--- src/rtl/cpu_pkg.sv ---
// Shared definitions for the 8-bit CPU sequencer.
// Opcodes, ALU codes, FSM states and the decoded-instruction bundle.
package cpu_pkg;

   localparam logic [3:0] OP_ADD  = 4'h0;
   localparam logic [3:0] OP_SUB  = 4'h1;
   localparam logic [3:0] OP_AND  = 4'h2;
   localparam logic [3:0] OP_OR   = 4'h3;
   localparam logic [3:0] OP_XOR  = 4'h4;
   localparam logic [3:0] OP_INV  = 4'h5;
   localparam logic [3:0] OP_SHL  = 4'h6;
   localparam logic [3:0] OP_MOV  = 4'h7;
   localparam logic [3:0] OP_LOAD = 4'h8;
   localparam logic [3:0] OP_JZ   = 4'h9;
   localparam logic [3:0] OP_INC  = 4'hA;
   localparam logic [3:0] OP_DEC  = 4'hB;
   localparam logic [3:0] OP_HLT  = 4'hC;
   localparam logic [3:0] OP_JC   = 4'hD;
   localparam logic [3:0] OP_JNZ  = 4'hE;
   localparam logic [3:0] OP_JMP  = 4'hF;

   localparam logic [2:0] ALU_ADD = 3'b000;
   localparam logic [2:0] ALU_SUB = 3'b001;
   localparam logic [2:0] ALU_AND = 3'b010;
   localparam logic [2:0] ALU_OR  = 3'b011;
   localparam logic [2:0] ALU_XOR = 3'b100;
   localparam logic [2:0] ALU_INV = 3'b101;
   localparam logic [2:0] ALU_SHL = 3'b111;

   localparam logic [2:0] FLAG_ADDR = 3'd7;
   localparam logic [7:0] FLAG_C    = 8'h80;
   localparam logic [7:0] FLAG_Z    = 8'h40;

   typedef enum logic [3:0] {
      S_FETCH, S_DECODE, S_RD_A, S_RD_B, S_EXEC,
      S_WB, S_WB_FLAG, S_BRANCH, S_HALT
   } state_t;

   typedef enum logic [2:0] {
      BR_NONE, BR_JMP, BR_JNZ, BR_JC, BR_JZ, BR_HLT
   } br_t;

   typedef enum logic [1:0] {
      WS_ALU, WS_IMM, WS_A
   } wsel_t;

   typedef struct packed {
      logic       rd_a;
      logic [2:0] a_addr;
      logic       rd_b;
      logic [2:0] b_addr;
      logic [7:0] b_const;
      logic       exec;
      logic [2:0] alu_op;
      logic       wb;
      wsel_t      wsel;
      logic       flag_wr;
      br_t        br;
   } dec_t;

endpackage

--- src/rtl/cpu_decode.sv ---
// Combinational instruction decode: operand-read plan, ALU op,
// writeback/flag enables and branch type.
module cpu_decode
   import cpu_pkg::*;
(
   input  logic [3:0] op,
   input  logic [1:0] dst,
   input  logic [1:0] src_a,
   input  logic [1:0] src_b,
   output dec_t       dec
);

   always_comb begin
      dec      = '0;
      dec.wsel = WS_ALU;
      dec.br   = BR_NONE;
      unique case (op)
         OP_ADD, OP_SUB, OP_AND, OP_OR, OP_XOR: begin
            dec.rd_a    = 1'b1;
            dec.a_addr  = {1'b0, src_a};
            dec.rd_b    = 1'b1;
            dec.b_addr  = {1'b0, src_b};
            dec.exec    = 1'b1;
            dec.alu_op  = op[2:0];
            dec.wb      = 1'b1;
            dec.flag_wr = 1'b1;
         end
         OP_INV: begin
            dec.rd_a    = 1'b1;
            dec.a_addr  = {1'b0, src_a};
            dec.exec    = 1'b1;
            dec.alu_op  = ALU_INV;
            dec.wb      = 1'b1;
            dec.flag_wr = 1'b1;
         end
         OP_SHL: begin
            dec.rd_a    = 1'b1;
            dec.a_addr  = {1'b0, dst};
            dec.rd_b    = 1'b1;
            dec.b_addr  = {1'b0, src_a};
            dec.exec    = 1'b1;
            dec.alu_op  = ALU_SHL;
            dec.wb      = 1'b1;
            dec.flag_wr = 1'b1;
         end
         OP_INC, OP_DEC: begin
            dec.rd_a    = 1'b1;
            dec.a_addr  = {1'b0, dst};
            dec.b_const = 8'h01;
            dec.exec    = 1'b1;
            dec.alu_op  = (op == OP_INC) ? ALU_ADD : ALU_SUB;
            dec.wb      = 1'b1;
            dec.flag_wr = 1'b1;
         end
         OP_LOAD: begin
            dec.wb   = 1'b1;
            dec.wsel = WS_IMM;
         end
         OP_MOV: begin
            dec.rd_a   = 1'b1;
            dec.a_addr = {1'b0, src_a};
            dec.wb     = 1'b1;
            dec.wsel   = WS_A;
         end
         OP_JMP: dec.br = BR_JMP;
         OP_JNZ: begin
            dec.rd_a   = 1'b1;
            dec.a_addr = {1'b0, dst};
            dec.br     = BR_JNZ;
         end
         OP_JC: begin
            dec.rd_a   = 1'b1;
            dec.a_addr = FLAG_ADDR;
            dec.br     = BR_JC;
         end
         OP_JZ: begin
            dec.rd_a   = 1'b1;
            dec.a_addr = FLAG_ADDR;
            dec.br     = BR_JZ;
         end
         OP_HLT: dec.br = BR_HLT;
         default: dec.br = BR_HLT;
      endcase
   end

endmodule

--- src/rtl/cpu_sequencer.sv ---
// Fetch-decode-execute FSM for the 8-bit processor; owns the PC,
// IR and the ALU operand/result registers.
module cpu_sequencer
   import cpu_pkg::*;
#(
   parameter int              PC_W     = 8,
   parameter logic [PC_W-1:0] RESET_PC = '0
) (
   input  logic            clk,
   input  logic            rst,
   output logic [PC_W-1:0] pc,
   output logic            ir_en,
   input  logic [15:0]     ir_data,
   output logic [2:0]      reg_addr,
   output logic            reg_rd,
   output logic            reg_wr,
   output logic [7:0]      reg_wdata,
   input  logic [7:0]      reg_rdata,
   output logic [2:0]      alu_op,
   output logic [7:0]      alu_a,
   output logic [7:0]      alu_b,
   input  logic [7:0]      alu_out,
   input  logic            alu_cy,
   input  logic            alu_zero,
   output logic            halted
);

   state_t          state_q, state_d;
   logic [PC_W-1:0] pc_q, pc_d;
   logic [15:0]     ir_q, ir_d;
   logic [7:0]      a_q, a_d, b_q, b_d, res_q, res_d;
   logic [2:0]      op_q, op_d;
   logic            cy_q, cy_d, z_q, z_d;
   logic            ir_en_c, reg_rd_c, reg_wr_c;
   logic            taken;
   logic [PC_W-1:0] target, pc_inc;
   dec_t            dec;
   logic            unused_ir;

   assign unused_ir = ^ir_q[11:10];
   assign target    = PC_W'(ir_q[7:0]);
   assign pc_inc    = pc_q + PC_W'(1);

   cpu_decode u_decode (
      .op    (ir_q[15:12]),
      .dst   (ir_q[9:8]),
      .src_a (ir_q[5:4]),
      .src_b (ir_q[1:0]),
      .dec   (dec)
   );

   always_comb begin
      state_d   = state_q;
      pc_d      = pc_q;
      ir_d      = ir_q;
      a_d       = a_q;
      b_d       = b_q;
      op_d      = op_q;
      res_d     = res_q;
      cy_d      = cy_q;
      z_d       = z_q;
      ir_en_c   = 1'b0;
      reg_rd_c  = 1'b0;
      reg_wr_c  = 1'b0;
      reg_addr  = '0;
      reg_wdata = '0;
      taken     = 1'b0;
      unique case (state_q)
         S_FETCH: begin
            ir_en_c = 1'b1;
            ir_d    = ir_data;
            state_d = S_DECODE;
         end
         S_DECODE: begin
            if (dec.exec) begin
               op_d = dec.alu_op;
               b_d  = dec.b_const;
            end
            if (dec.br == BR_JMP) begin
               pc_d    = target;
               state_d = S_FETCH;
            end else if (dec.br == BR_HLT) begin
               state_d = S_HALT;
            end else if (dec.rd_a) begin
               state_d = S_RD_A;
            end else begin
               state_d = S_WB;
            end
         end
         S_RD_A: begin
            reg_rd_c = 1'b1;
            reg_addr = dec.a_addr;
            a_d      = reg_rdata;
            if (dec.br != BR_NONE)  state_d = S_BRANCH;
            else if (dec.rd_b)      state_d = S_RD_B;
            else if (dec.exec)      state_d = S_EXEC;
            else                    state_d = S_WB;
         end
         S_RD_B: begin
            reg_rd_c = 1'b1;
            reg_addr = dec.b_addr;
            b_d      = reg_rdata;
            state_d  = S_EXEC;
         end
         S_EXEC: begin
            res_d   = alu_out;
            cy_d    = alu_cy;
            z_d     = alu_zero;
            state_d = S_WB;
         end
         S_WB: begin
            reg_wr_c = 1'b1;
            reg_addr = {1'b0, ir_q[9:8]};
            unique case (dec.wsel)
               WS_IMM:  reg_wdata = ir_q[7:0];
               WS_A:    reg_wdata = a_q;
               default: reg_wdata = res_q;
            endcase
            if (dec.flag_wr) begin
               state_d = S_WB_FLAG;
            end else begin
               pc_d    = pc_inc;
               state_d = S_FETCH;
            end
         end
         S_WB_FLAG: begin
            reg_wr_c  = 1'b1;
            reg_addr  = FLAG_ADDR;
            reg_wdata = {cy_q, z_q, 6'b0};
            pc_d      = pc_inc;
            state_d   = S_FETCH;
         end
         S_BRANCH: begin
            unique case (dec.br)
               BR_JNZ:  taken = (a_q != 8'h00);
               BR_JC:   taken = (a_q == FLAG_C);
               BR_JZ:   taken = (a_q == FLAG_Z);
               default: taken = 1'b0;
            endcase
            pc_d    = taken ? target : pc_inc;
            state_d = S_FETCH;
         end
         S_HALT:  state_d = S_HALT;
         default: state_d = S_FETCH;
      endcase
   end

   // Strobes are masked by rst so an instruction caught by reset
   // never commits a write in its final cycle.
   assign ir_en  = ir_en_c  & ~rst;
   assign reg_rd = reg_rd_c & ~rst;
   assign reg_wr = reg_wr_c & ~rst;

   always_ff @(posedge clk) begin
      if (rst) begin
         state_q <= S_FETCH;
         pc_q    <= RESET_PC;
         ir_q    <= '0;
         a_q     <= '0;
         b_q     <= '0;
         op_q    <= '0;
         res_q   <= '0;
         cy_q    <= 1'b0;
         z_q     <= 1'b0;
      end else begin
         state_q <= state_d;
         pc_q    <= pc_d;
         ir_q    <= ir_d;
         a_q     <= a_d;
         b_q     <= b_d;
         op_q    <= op_d;
         res_q   <= res_d;
         cy_q    <= cy_d;
         z_q     <= z_d;
      end
   end

   assign pc     = pc_q;
   assign alu_op = op_q;
   assign alu_a  = a_q;
   assign alu_b  = b_q;
   assign halted = (state_q == S_HALT);

endmodule

--- config.mk ---
export PLATFORM = sky130hd
export DESIGN_NAME = cpu_sequencer
export DESIGN_NICKNAME = d
export VERILOG_FILES = /design/src/rtl/cpu_pkg.sv /design/src/rtl/cpu_decode.sv /design/src/rtl/cpu_sequencer.sv
export SDC_FILE = /design/constraint.sdc
export NUM_CORES = 1
export LEC_CHECK = 0
export ABC_AREA = 0
export BUFFER_PORTS_ARGS = -buffer_cell sky130_fd_sc_hd__buf_2
export CAP_MARGIN = 30
export CORE_MARGIN = 2
export CORE_UTILIZATION = 40
export CTS_CLUSTER_SIZE = 16
export DETAILED_ROUTE_END_ITERATION = 6
export PLACE_DENSITY = 0.68
export RECOVER_POWER = 50
export SYNTH_ARGS = -nofsm -noshare
export SYNTH_HDL_FRONTEND = slang
export SYNTH_SLANG_ARGS = --single-unit
export TNS_END_PERCENT = 100
--- constraint.sdc ---
create_clock -name clk -period 5.9 [get_ports clk]
set_input_delay 0.59 -clock clk [delete_from_list [all_inputs] [get_ports clk]]
set_output_delay 0.59 -clock clk [all_outputs]
set_load 0.1 [all_outputs]
Word level (Yosys, flattened, before mapping) --
Index checks and enable logic that the tools add are counted.
Storage, ports and cells: output and inout port bits 42, register bits 57, bits of input ports 36, logic and storage cells 96
Cells by class: muxes and demuxes 30, eq/ne operators 35, reductions and logical operators 17, bitwise logic cells 4, $add $sub $neg 1
Operator list (count):
- one-hot mux 8 bit (2 select lines) | 3
- == test 4 bit (second input constant) | 9
- == test 4 x 3 -> 1 bit (second input constant) | 8
- 2-to-1 mux 8 bit | 4
- one-hot mux 8 bit (4 select lines) | 1
- one-hot mux 4 bit (7 select lines) | 1
- == test 4 x 2 -> 1 bit (second input constant) | 4
- one-hot mux 4 bit (4 select lines) | 1
- one-hot mux 3 bit (5 select lines) | 1
- 2-to-1 mux 3 bit | 4
- one-hot mux 3 bit (4 select lines) | 1
- one-hot mux 4 bit (3 select lines) | 1
- OR reduction 9 bit | 1
- adder 8 x 1 -> 8 bit (second input constant) | 1
- == test 4 x 1 -> 1 bit (second input constant) | 2
- == test 8 x 7 -> 1 bit (second input constant) | 1
- == test 8 bit (second input constant) | 1
- logical NOT 4 bit | 2
- 2-to-1 mux 1 bit | 8
- 2-to-1 mux 4 bit | 2
- one-hot mux 4 bit (2 select lines) | 1
- nonzero test 8 bit | 1
- OR reduction 2 bit | 4
- OR reduction 7 bit | 1
- 17 further kinds | 24

Logic depth before layout (Yosys ltp) --
depth after elaboration 7, gate-level depth with buffers 10, gate-level depth less buffers 8

Hierarchy --
A second synthesis with hierarchy kept.
Unflattened totals: cells, all modules 422, area, all modules 3188.1 sq um
By module, submodules not included:
- cpu_sequencer | seq. area each 1101.1 sq um, area each 2808.9 sq um, cells an instance 360, instances 1
- cpu_decode | seq. area each 0.0 sq um, area each 379.1 sq um, cells an instance 62, instances 1

Worst setup path after synthesis --
OpenSTA, ideal clock, no wires.
path type register -> output, start point register state_q[2], end point output reg_addr[0], data required time 5310 ps, data arrival time 3087 ps, slack 2223 ps, path buffers 2, cell stages (with the launch flop) 7, cell sequence dfxtp_1 buf_4 clkbuf_1 inv_1 nor2_1 a31oi_1 o21ai_0
Between the ends: word-level cells in the longest chain between the ends 2, elaborated cells on any way between the ends 5, classes of those cells eq/ne (4); mux (1)
Ends and longest elaborated chain:
- start: declaration | RTL line cpu_sequencer.sv:28 | state_t state_q, state_d;
- start signal: assignment | RTL line cpu_sequencer.sv:166 | state_q <= state_d;
- == test 4 x 3 -> 1 bit / == test 4 x 2 -> 1 bit (equally long branches) | RTL line cpu_sequencer.sv:68 | unique case (state_q)
- one-hot mux 3 bit (4 select lines) (*) | RTL line cpu_sequencer.sv:68
- end: declaration | RTL line cpu_sequencer.sv:14 | output logic [2:0] reg_addr,
Mark *: on every way between the ends. The rest lies on a longest branch, timed or not.

Worst setup path in the final report --
start point register ir_q[14], end point output reg_wdata[6]
Between the ends: word-level cells in the longest chain between the ends 5, elaborated cells on any way between the ends 7, classes of those cells eq/ne (4); mux (3)
Ends and longest elaborated chain:
- start: declaration | RTL line cpu_sequencer.sv:30 | logic [15:0] ir_q, ir_d;
- start signal: assignment | RTL line cpu_sequencer.sv:168 | ir_q <= ir_d;
- == test 4 x 3 -> 1 bit / == test 4 bit (equally long branches)
- one-hot mux 2 bit (2 select lines) (*) | RTL line cpu_decode.sv:17 | unique case (op)
- == test 2 bit / == test 2 x 1 -> 1 bit (equally long branches) | RTL line cpu_sequencer.sv:114 | unique case (dec.wsel)
- one-hot mux 8 bit (2 select lines) (*) | RTL line cpu_sequencer.sv:114
- one-hot mux 8 bit (2 select lines) (*) | RTL line cpu_sequencer.sv:68
- end: declaration | RTL line cpu_sequencer.sv:17 | output logic [7:0] reg_wdata,
Marked as above.

==> impl_metrics.json <==
{
  "synth_compound_area_frac": 0.262,
  "ys.flop_type": "dfxtp_1",
  "pwr-share-clk": 0.128,
  "r2r_start": "ir_q[15]",
  "cts_buffer_depth": 2,
  "htree_levels": 2,
  "synth_top_area_cell": "dfxtp_1",
  "fp-row-count": 30,
  "combPwrFrac": 0.513,
  "place.gp.congestion": 0.949,
  "layout_min_cycle_time_ns": 3.72,
  "wl_per_cell_um": 15.0,
  "ant_nets": 0,
  "nets": 492,
  "ys_seq_elements": 55,
  "grt_pass1_wl_mm": 13.3,
  "synth_edf_count": 0,
  "overflow": 0,
  "max_freq_mhz": 269,
  "fin_crit_sh": 0.630,
  "hpwl_mm": 6.06,
  "synthArstFlopShare": 0,
  "root_buffer": "clkbuf_8",
  "finalMaxSlewViolations": 0,
  "cp-end-kind": "output pin",
  "cts_buffers": 5,
  "synth-adder-area-share": 0.0165,
  "setup-violations-final": 0,
  "dpl_cell_area_mm2": 0.00330,
  "min-delay-start": "res_q[1]",
  "worstPathArrival_ns": 3.13,
  "drt-initial-drc-count": 351,
  "synth_cell_types": 46,
  "fillers": 696,
  "synth_area_per_cell_um2": 7.37,
  "worstSetupStartpoint": "ir_q[14]",
  "seqPwrFrac": 0.358,
  "grt_pass1_vias": 2743,
  "critPathRequiredTime_ns": 5.31,
  "syn-cell-area_mm2": 0.00288,
  "synth_top_family_by_area": "simple AND/OR/NAND/NOR gates",
  "io_buffers": 75,
  "ctsResizeCount": 0,
  "routed_via_density": 5.53,
  "area_delta_synth_final_pct": 16.6,
  "p_per_area_mw_per_mm2": 502,
  "track_usage": 0.214,
  "worstPathMaxFanout": 16,
  "multi_input_area_mm2": 0.00163,
  "syn_nets": 430,
  "startpoint_type": "flop",
  "crit_top_cell": "nand2_1",
  "hold_viol": 0,
  "tightest_slew_ns": 1.18,
  "cts.reportedPaths.clkPinSlew_ns": 0.11,
  "diodes": 0,
  "peakVddDrop_uv": 256,
  "relSlewSlack": 0.217,
  "rsz0062_at_grt": "no",
  "netlist_instances": 391,
  "cts_hold_buf": 0,
  "worstSetupPathType": "reg2out",
  "antenna_found_initial": 0,
  "cpMaxStageDelayCell": "dfxtp_1",
  "power_leakage_nw": 1.20,
  "fin_skew_ns": 0.00621,
  "yosysWarnings": 0,
  "max-cap-violations": 0,
  "cts_tree": "built",
  "hold_class": "reg2reg",
  "rrSetupSlack_ns": 3.37,
  "p_sw_w": 0.000935,
  "dr_total_vias": 3043,
  "io_pins": 78,
  "status": "finished, final reports clean",
  "clkSinkCount": 55,
  "route.detailed.drc": 0,
  "seq_area_frac_synth": 0.382,
  "post-synth-top-count-cell": "nand2_1",
  "seqCellArea_mm2": 0.00110,
  "drive_above_1_share": 0.150,
  "totalWireLength_mm": 8.25,
  "path_cells": "nand2_1, or3_1, ha_1, nand2_1, o21ai_0, a22oi_1, nor2_1, buf_2",
  "core_mm2": 0.00687,
  "dieArea_mm2": 0.00790,
  "synthXorXnorAreaFrac": 0,
  "critPathMaxStageDelay_ns": 0.68,
  "synth_mux_area_frac": 0.0209,
  "drtPass1Iterations": 5,
  "synth_area_leaders": "dfxtp_1, nand2_1, a21oi_1",
  "worstSkewPairLatency_ns": 0.31,
  "die_x_um": 88.9,
  "initial_core_util": 0.419,
  "grt_max_degree": 58,
  "design_area_mm2": 0.00336,
  "yosysTopAreaCellShare": 0.382,
  "synthSimpleGateAreaFrac": 0.265,
  "p_sw_frac": 0.554,
  "die_h_um": 88.9,
  "cts_setup_buffers": 0,
  "fin_setup_tns_ns": 0,
  "power.internal_w": 0.000753,
  "ys_top_cells_by_count": "nand2_1, a21oi_1, dfxtp_1"
}
==> registers in the layout, summed over array words and instances, names as in the netlist <==
register  flops
res_q         8
z_q           1
state_q       4
alu_b         8
alu_a         8
ir_q         14
alu_op        3
pc            8
cy_q          1
==> kinds of logic (layout without fill, tap and decap cells) <==
logic type	Yosys count	count (layout)
mux	6	6
flops	55	55
compound gates	120	120
simple gates	171	171
buf+inv	35	98
fa+ha+maj	4	4
==> power groups by stage <==
stage	registers, W	clock network, W	logic, W
after floorplan	0.000729	0	0.000555
after global placement	0.000608	0	0.000864
after detailed placement	0.000608	0	0.000873
after CTS	0.000600	0.000222	0.000875
after global routing	0.000617	0.000234	0.000937
final	0.000605	0.000217	0.000866
==> worst max-delay path, delay by kind of cell (launching register included) <==
kind                     cells  cell delay (ns)
flip-flops                   1             0.68
buffers and inverters        1             0.44
AND/OR/NAND/NOR              4             0.89
AO/OA/AOI/OAI                2             0.22
adder cells (fa/ha/maj)      1             0.58
==> cells in the final DEF, fill, tap and decap left out, types with 6 or more instances in the layout <==
master,Yosys,routed
dfxtp_1,55,55
nand2b_1,6,6
nor2_1,48,48
or3_1,6,6
o21ai_0,12,12
a21oi_1,55,55
inv_1,10,10
nand2_1,81,81
a22oi_1,19,19
buf_2,0,48
clkbuf_1,19,27
mux2i_1,6,6
nor3_1,10,10
==> layout make-up <==
type / count / share of cell area
multi-input cells: 301 / 0.487
clock inverters: 3 / 0.00708
inverters: 12 / 0.0138
well taps: 96 / 0.0358
repair buffers: 78 / 0.108
flip-flops and latches: 55 / 0.328
clock buffers: 5 / 0.0205
==> routing by layer <==
metal / track usage / vias up / share of wire
li1: - / 1501 / -
met1: 0.306 / 1411 / 0.45
met2: 0.333 / 125 / 0.47
met3: 0.0466 / 6 / 0.074
met4: 0.0399 / 0 / 0.0067
met5: 0 / - / 0
==> through the flow <==
step	utilization	instances	hold WS (ns)	total power (W)	setup slack, ns
3_3_place_gp	0.479	541	0.444	0.00147	2.55
4_1_cts	0.494	550	0.466	0.00170	2.22
2_1_floorplan	-	391	0.436	0.00128	2.22
5_1_grt	0.489	550	0.485	0.00179	2.02
3_5_place_dp	0.480	542	0.450	0.00148	2.57
6_report	0.489	550	0.463	0.00169	2.18
==> path summary, 6_finish.rpt <==
| path | to | cells past startpoint |
|---|---|---|
| setup reg to reg | pc[0] | 5 |
| hold reg to reg | res_q[1] | 2 |
| hold / removal | res_q[1] | 2 |
| setup / recovery | reg_wdata[6] | 8 |
(Power assumes the default switching activity.)
